**src/rtl/muldiv_sequencer.sv**
```systemverilog
// muldiv_sequencer: iterative shift-add multiply / restoring divide engine that stalls the core until a one-cycle valid result
// Ports: clk, rst_n (async active-low); start request, op (0 MUL, 1 DIV, 2 REM, 3 DIVU), A, B operands;
//        stall (combinational hold for the core), valid (one-cycle result strobe), Result (held until next completion)
module muldiv_sequencer #(
  parameter int DATA_LENGTH = 32,
  parameter int CNT_WIDTH   = 6
) (
  input  logic                   clk,
  input  logic                   rst_n,
  input  logic                   start,
  input  logic [1:0]             op,
  input  logic [DATA_LENGTH-1:0] A,
  input  logic [DATA_LENGTH-1:0] B,
  output logic                   stall,
  output logic                   valid,
  output logic [DATA_LENGTH-1:0] Result
);
  localparam int D = DATA_LENGTH;
  typedef enum logic [1:0] {IDLE, BUSY, DONE} state_t;
  state_t state;
  logic [CNT_WIDTH-1:0] cnt;
  logic [1:0] op_r;
  logic [2*D-1:0] p, p_nx;
  logic [D-1:0] m, a_mag, b_mag, spec_res, q_fin, r_fin, fin;
  logic [D:0] sum, rx, diff;
  logic neg_q, neg_r, sgn, a_neg, b_neg, div_zero, ovf;
  assign stall = (state == IDLE && start) || state == BUSY;
  // p holds {high, low}: MUL accumulates into high while the multiplier shifts out of low;
  // divide keeps the partial remainder in high and shifts quotient bits into low
  always_comb begin
    sgn      = op == 2'd1 || op == 2'd2;
    a_neg    = sgn && A[D-1];
    b_neg    = sgn && B[D-1];
    a_mag    = a_neg ? -A : A;
    b_mag    = b_neg ? -B : B;
    div_zero = op != 2'd0 && B == '0;
    ovf      = sgn && A == {1'b1, {(D-1){1'b0}}} && B == '1;
    spec_res = div_zero ? (op == 2'd2 ? A : '1) : (op == 2'd2 ? '0 : A);
    sum      = {1'b0, p[2*D-1:D]} + (p[0] ? {1'b0, m} : '0);
    rx       = {p[2*D-1:D], p[D-1]};
    diff     = rx - {1'b0, m};
    p_nx     = op_r == 2'd0 ? {sum, p[D-1:1]} :
               diff[D] ? {rx[D-1:0], p[D-2:0], 1'b0} : {diff[D-1:0], p[D-2:0], 1'b1};
    q_fin    = neg_q ? -p_nx[D-1:0] : p_nx[D-1:0];
    r_fin    = neg_r ? -p_nx[2*D-1:D] : p_nx[2*D-1:D];
    fin      = op_r == 2'd2 ? r_fin : op_r == 2'd0 ? p_nx[D-1:0] : q_fin;
  end
  always_ff @(posedge clk or negedge rst_n) begin
    if (!rst_n) begin
      state  <= IDLE;
      cnt    <= '0;
      op_r   <= '0;
      p      <= '0;
      m      <= '0;
      neg_q  <= 1'b0;
      neg_r  <= 1'b0;
      valid  <= 1'b0;
      Result <= '0;
    end else begin
      valid <= 1'b0;
      case (state)
        IDLE: if (start) begin
          op_r  <= op;
          cnt   <= '0;
          p     <= {{D{1'b0}}, op == 2'd0 ? B : a_mag};
          m     <= op == 2'd0 ? A : b_mag;
          neg_q <= op == 2'd1 && (a_neg ^ b_neg);
          neg_r <= op == 2'd2 && a_neg;
          if (div_zero || ovf) begin
            Result <= spec_res;
            valid  <= 1'b1;
            state  <= DONE;
          end else
            state <= BUSY;
        end
        BUSY: begin
          p   <= p_nx;
          cnt <= cnt + 1'b1;
          if (cnt == CNT_WIDTH'(D - 1)) begin
            Result <= fin;
            valid  <= 1'b1;
            state  <= DONE;
          end
        end
        DONE: state <= IDLE;
        default: state <= IDLE;
      endcase
    end
  end
endmodule
```
**config.mk**
```make
export PLATFORM = sky130hd
export DESIGN_NAME = muldiv_sequencer
export DESIGN_NICKNAME = d
export VERILOG_FILES = /design/src/rtl/muldiv_sequencer.sv
export SDC_FILE = /design/constraint.sdc
export NUM_CORES = 1
export LEC_CHECK = 0
export BUFFER_PORTS_ARGS = -buffer_cell sky130_fd_sc_hd__buf_2
export CAP_MARGIN = 15
export CORE_ASPECT_RATIO = 0.75
export CORE_MARGIN = 2
export CORE_UTILIZATION = 25
export CTS_BUF_LIST = sky130_fd_sc_hd__clkbuf_4 sky130_fd_sc_hd__clkbuf_8 sky130_fd_sc_hd__clkbuf_16
export CTS_CLUSTER_DIAMETER = 30
export DETAILED_ROUTE_END_ITERATION = 8
export GPL_ROUTABILITY_DRIVEN = 0
export SLEW_MARGIN = 10
export SYNTH_ARGS = -nofsm -noshare
export SYNTH_HDL_FRONTEND = slang
export SYNTH_SLANG_ARGS = --single-unit
```
**constraint.sdc**
```tcl
create_clock -name clk -period 8 [get_ports clk]
set_input_delay 0.4 -clock clk [delete_from_list [all_inputs] [get_ports clk]]
set_output_delay 0.4 -clock clk [all_outputs]
set_load 0.03 [all_outputs]
```
# Word-level counts from Yosys, hierarchy flattened
# Index checks and enable logic that the tools add are counted.
[totals] ramBits=0 output_inout_bits=34 inputBits=69 regBits=141 romBits=0 latch_bits=0 mem_count=0 word_cells=78
[op_classes] muxes=30 reduce_logical=21 div=0 multipliers=0 n_eq_ne=10 n_shift=0 bitwise_logic=1 n_lt_le_gt_ge=0 add_sub_neg=7
[op_table] operator="$mux W32" n=15
[op_table] operator="$mux W64" n=3
[op_table] operator="$neg A32 Y32" n=4
[op_table] operator="$pmux W64 S2" n=1
[op_table] operator="$eq A32 B32 Y1 const B" n=2
[op_table] operator="$pmux W32 S2" n=1
[op_table] operator="$add A32 B32 Y33" n=1
[op_table] operator="$sub A33 B32 Y33" n=1
[op_table] operator="$logic_not A32 Y1" n=1
[op_table] operator="$pmux W6 S2" n=1
[op_table] operator="$logic_and A1 B1 Y1" n=8
[op_table] operator="$add A6 B1 Y6 const B" n=1
[op_table] operator="$eq A6 B5 Y1 const B" n=1
[op_table] operator="$logic_not A2 Y1" n=3
[op_table] operator="$mux W2" n=3
[op_table] operator="$mux W6" n=1
[op_table] operator="$reduce_and A2 Y1" n=3
[op_table] operator="$eq A2 B1 Y1 const B" n=2
[op_table] operator="$eq A2 B2 Y1 const B" n=2
[op_table] operator="$ne A2 B1 Y1 const B" n=2
[op_table] operator="$pmux W2 S2" n=1
[op_table] operator="$reduce_and A4 Y1" n=1
[op_table] operator="$reduce_bool A2 Y1" n=2
[op_table] operator="$logic_or A1 B1 Y1" n=3
[op_table] operator="4 further kinds" n=6

# Depth between registers and ports, before layout
[depth] word_depth=9 depth_mapped=27 depth_no_buf=22

# Worst setup path before layout
# OpenSTA, ideal clock, no wires.
[synth_path] path_type="reg-to-reg" startpoint="register p[31]" endpoint="register Result[18]" required_time_ns=7.918 t_arrival_ns=5.483 path_slack_ns=2.436 period_less_slack_ns=5.564 setup_ns=0.082 n_path_buf=5 path_stages_with_launch=28 cell_sequence="dfrtp_1 -> inv_1 -> ha_1 -> inv_1 -> fa_1 -> a21o_1 -> a221oi_4 -> nor3_2 -> o211ai_2 -> mux2_4 -> nor2_8 -> buf_2 -> clkbuf_1 -> buf_1 -> clkbuf_1 -> mux2i_1 -> a21boi_0 -> inv_1 -> ha_1 -> o21ai_0 -> a31oi_1 -> nand3_1 -> or2_2 -> clkbuf_1 -> o41ai_1 -> xnor2_1 -> o21ai_0 -> a31oi_1"
[synth_between] elab_chain_len=9 word_cells_on_any_way=11 cone_classes="add/sub (3); mux (8)"
[synth_rtl] item="from (decl)" line_no="23" rtl="logic [2*D-1:0] p, p_nx;"
[synth_rtl] item="from (signal assigned)" line_no="65" rtl="p <= {{D{1'b0}}, op == 2'd0 ? B : a_mag};"
[synth_rtl] item="from (signal assigned)" line_no="77" rtl="p <= p_nx;"
[synth_rtl] item="$sub A33 B32 Y33" line_no="41" rtl="diff = rx - {1'b0, m};"
[synth_rtl] item="$mux W64 *" line_no="43" rtl="diff[D] ? {rx[D-1:0], p[D-2:0], 1'b0} : {diff[D-1:0], p[D-2:0], 1'b1};"
[synth_rtl] item="$mux W64 *" line_no="42" rtl="p_nx = op_r == 2'd0 ? {sum, p[D-1:1]} :"
[synth_rtl] item="$neg A32 Y32" line_no="44" rtl="q_fin = neg_q ? -p_nx[D-1:0] : p_nx[D-1:0];"
[synth_rtl] item="$mux W32" line_no="44"
[synth_rtl] item="$mux W32" line_no="46" rtl="fin = op_r == 2'd2 ? r_fin : op_r == 2'd0 ? p_nx[D-1:0] : q_fin;"
[synth_rtl] item="$mux W32 *" line_no="46"
[synth_rtl] item="$mux W32 *" line_no="79" rtl="if (cnt == CNT_WIDTH'(D - 1)) begin"
[synth_rtl] item="$pmux W32 S2 *" line_no="61" rtl="case (state)"
[synth_rtl] item="to (signal assigned)" line_no="70" rtl="Result <= spec_res;"
[synth_rtl] item="to (signal assigned)" line_no="80" rtl="Result <= fin;"
[synth_rtl] item="to (decl)" line_no="16" rtl="output logic [DATA_LENGTH-1:0] Result"
# Every way passes the cells marked *; elsewhere a longest branch is shown, timed or not. The select of a mux whose other input is x is not followed.
# A chain may end at the register's enable or synchronous reset.

# Worst setup path after layout
[layout_path] startpoint="register p[0]" endpoint="register Result[28]"
[layout_between] elab_chain_len=8 word_cells_on_any_way=12 cone_classes="add/sub (3); mux (9)"
[layout_rtl] item="$mux W32 or $mux W64 (tied branches)" line_no="39, 43"
[layout_rtl] item="$add A32 B32 Y33 or $mux W64 (tied branches)" line_no="39, 42"
[layout_rtl] item="$mux W64 *" line_no="42"
[layout_rtl] item="$neg A32 Y32 or $mux W32 (tied branches)" line_no="45, 44"
[layout_rtl] item="$mux W32 (on tied branches)" line_no="45, 46"
[layout_rtl] item="$mux W32 *" line_no="46"
[layout_rtl] item="$mux W32 *" line_no="79"
[layout_rtl] item="$pmux W32 S2 *" line_no="61"
# Marked as above.

==> impl_metrics.csv <==
group,metric,value,unit
synthesis,yosysSeqAreaShare,0.248,
layout,fin_util,0.287,
sta,drv_slew,0,
floorplanning,die-area,0.0589,mm^2
synthesis,synth.area.top_cells,"dfrtp_1 (25%), nand2_1 (7.6%), a21oi_1 (7.0%)",
status,outcome,"finished, violations left",
setup_path,reg2reg_to,"Result[28]$_DFFE_PN0P_",
power_and_ir_drop,power.net_switching,0.00492,W
setup_path,criticalPathCategory,"register to register",
sta,max_clock_freq,171,MHz
layout,final_area,0.0161,mm^2
power_and_ir_drop,p_comb_frac,0.730,
routing,drc,0,
synthesis,synth_top_family_by_area,"compound AO/OA/AOI/OAI gates",
setup_path,crit_chain,"and2_1 > ha_1 > fa_1 > a21oi_1 > o21ai_0 > a211oi_1 > a21oi_1 > nor3_1 > nor3_1 > a311oi_1 > nand4_1 > a211oi_1 > nand4b_1 > or2_4 > o31ai_4 > xor2_1 > a211oi_1",
synthesis,avgSynthCellArea,7.32,um^2
clocking,cts.clk_slew.worst_paths,0.06,ns
synthesis,synth_top_area_frac,0.248,
routing,routed_via_density,5.66,
layout,fin_nets,2124,
place,port_buffers,102,
floorplanning,fp-row-count,75,
clocking,worstSkewPairLatency,0.45,ns
sta,layout_setup_ws,2.15,ns
sta,finClkSkew,0.0150,ns
sta,final.min_clock_period,5.85,ns
status,violations,"capacitance limit",
routing,avgRoutedWirePerCell,21.2,um
setup_path,critPathMaxFanout,35,
routing,drt_first_pass_iters,6,
run,max_cap_viol_count,1,
floorplanning,die_x,280,um
synthesis,syn-instance-count,1945,
grt,grt_pass1_vias,14319,
setup_path,cp_slowest_stage_delay,0.83,ns
min_path,hp-class,"input port to asynchronous set/reset pin",
synthesis,synthesis.area,0.0142,mm^2
synthesis,synth_flop_cell,"dfrtp_1",
synthesis,async_reset_ff_frac,1.00,
synthesis,synthSimpleGateAreaFrac,0.228,
synthesis,synth-edff-count,0,
layout,layout-drive-gt1-share,0.0994,
floorplanning,core,0.0561,mm^2
synthesis,synth_compound_area_frac,0.284,
setup_path,ff2ff_setup_slack,2.15,ns
sta,period_share,0.732,
sta,setup_tns,0,ns
power_and_ir_drop,vdd_drop_max,0.248,mV
setup_path,critPathSlowestCell,"dfrtp_1",
floorplanning,io-pin-count,103,
power_and_ir_drop,powerDensity,550,mW/mm^2
clocking,cts_tree,"yes",
layout,insertedDiodeCount,0,
sta,finalHoldViolCount,0,
setup_path,timing.rr.start,"p[0]$_DFFE_PN0P_",
sta,setup_viol,0,
clocking,root_buffer,"clkbuf_16",
clocking,cts_sinks,141,
setup_path,r2r_cells,17,
sta,tightest_slew,1.46,ns
grt,grt_pass1_wl,87000,um
grt,grt_max_degree,98,
place,dp.cells,2691,
synthesis,synthAdderAreaFrac,0.0670,
layout,finalNonFillerCells,2723,
synthesis,synth-seq-cells,141,
power_and_ir_drop,seq_power_share,0.172,
grt,track_usage,0.192,
grt,grt.overflow.total,0,
setup_path,worst_setup_path_end_kind,"register",
routing,vias,15412,
power_and_ir_drop,internal_power,0.00394,W
floorplanning,chipHeight,211,um
power_and_ir_drop,swShare,0.556,
clocking,cts_resized,0,
clocking,cts_buffers,17,
setup_path,cp_common_cell,"a211oi_1",
place,hpwlAfterDp,44400,um
place,placed_area,0.0155,mm^2
synthesis,synth_cell_types,77,
synthesis,syn-num-nets,2089,
synthesis,ys.warnings.count,0,
setup_path,arrival,6.20,ns
clocking,clk_path_buf_depth,2,
floorplanning,start_util,0.254,
setup_path,startpoint_type,"register",
synthesis,synth_xor_area_frac,0.0972,
power_and_ir_drop,power.leakage,6.65,nW
setup_path,worstPathRequired,8.35,ns
synthesis,synthMuxAreaShare,0.0286,
routing,antenna_left,0,
routing,finalWirelength,57700,um
routing,drt_iter0_markers,1731,
power_and_ir_drop,p_clk_frac,0.099,
sta,grt_setup_unrepaired,"no",
layout,final_common_cell,"nand2_1",
sta,slew_headroom,0.0168,
clocking,hold_buffers,0,
grt,antenna_found_initial,1,
layout,syn2layout_area_growth,13.2,%
synthesis,synth_largest_area_cell,"dfrtp_1",
layout,most-common-layout-cells,"nand2_1 (287), a21oi_1 (198), o21ai_0 (198)",
place,post-place-ws,2.15,ns
clocking,cts_htree_levels,4,
clocking,postCtsSetupBuffers,0,
[routing by layer]
metal | share of wire | global-route usage
met4 | 0.023 | 0.0479
met3 | 0.13 | 0.0737
met2 | 0.40 | 0.264
met5 | 0 | 0
met1 | 0.45 | 0.277
[worst max-delay path: cells and delay by family, from the launching register on]
kind | cells | cell delay [ns]
compound gates | 8 | 2.87
simple gates | 6 | 1.30
flops | 1 | 0.83
fa+ha+maj | 2 | 0.65
xor+xnor | 1 | 0.10
[synthesized netlist by cell type, types with 6 or more instances]
master    count
a21oi_1     199
or2_2         8
nor4_1       19
nand4_1      23
a22oi_1       6
a22o_1       18
xor2_1       81
a211oi_1     19
buf_1        15
o22ai_1      10
o21ai_0     198
a21o_1       21
clkbuf_1     89
nand3_1      37
nand2b_1     10
a31oi_1      31
xnor2_1      77
nand2_1     288
dfrtp_1     141
and2_1       45
o41ai_1       8
o221ai_1     38
a21boi_0      6
inv_1        65
and3_1       11
nor2_1      158
o21a_1       17
o211ai_1     15
mux2i_1      38
or3_1        22
buf_2         9
o31ai_1      20
nor3_1       48
ha_1         73
a221o_1       6
[cells by family after synthesis]
| logic type | count (synthesis) |
|---|---|
| buffers and inverters | 179 |
| adders and majority gates | 75 |
| muxes | 40 |
| xor gates and xnor gates | 158 |
| DFF | 141 |
| and+or+nand+nor | 701 |
| AOI/OAI and AO/OA | 651 |
[state kept, by name, indices dropped and copies added (netlist names)]
name    cells
m          32
neg_r       1
op_r        2
cnt         6
Result     32
state       2
p          64
neg_q       1
valid       1
[layout make-up]
| cell class | count | area [um^2] |
|---|---|---|
| Fill cell | 6080 | 40000 |
| Inverter | 66 | 248 |
| Sequential cell | 141 | 3530 |
| Multi-Input combinational cell | 1625 | 10100 |
| Clock inverter | 11 | 168 |
| Clock buffer | 20 | 454 |
| Timing Repair Buffer | 129 | 716 |
| Tap cell | 731 | 915 |
[how the worst max path moves through the flow]
stage                                  from                endpoint  slack (ns)  cells past startpoint
final                      p[0]$_DFFE_PN0P_  Result[28]$_DFFE_PN0P_        2.15                     17
after global routing       p[0]$_DFFE_PN0P_  Result[31]$_DFFE_PN0P_        1.74                     17
after CTS                  p[0]$_DFFE_PN0P_  Result[28]$_DFFE_PN0P_        2.13                     16
after detailed placement   p[0]$_DFFE_PN0P_  Result[28]$_DFFE_PN0P_        2.15                     16
after floorplan           p[31]$_DFFE_PN0P_  Result[18]$_DFFE_PN0P_        2.44                     27
after global placement     p[0]$_DFFE_PN0P_  Result[29]$_DFFE_PN0P_        2.30                     16
[per-stage QoR]
stage / hold slack [ns] / power (W)
floorplan: 0.104 / 0.00603
global placement: 0.457 / 0.00772
detailed placement: 0.469 / 0.00780
CTS: 0.0776 / 0.00871
global route: 0.113 / 0.00951
finish: 0.0329 / 0.00886
[power by group through the flow]
stage               logic [W]  registers [W]  clock network (W)
finish                0.00646        0.00152           0.000875
global route          0.00705        0.00155           0.000916
floorplan             0.00456        0.00147                  0
global placement      0.00621        0.00150                  0
detailed placement    0.00629        0.00151                  0
CTS                   0.00632        0.00150           0.000885
Power figures use the tool's default switching activity.
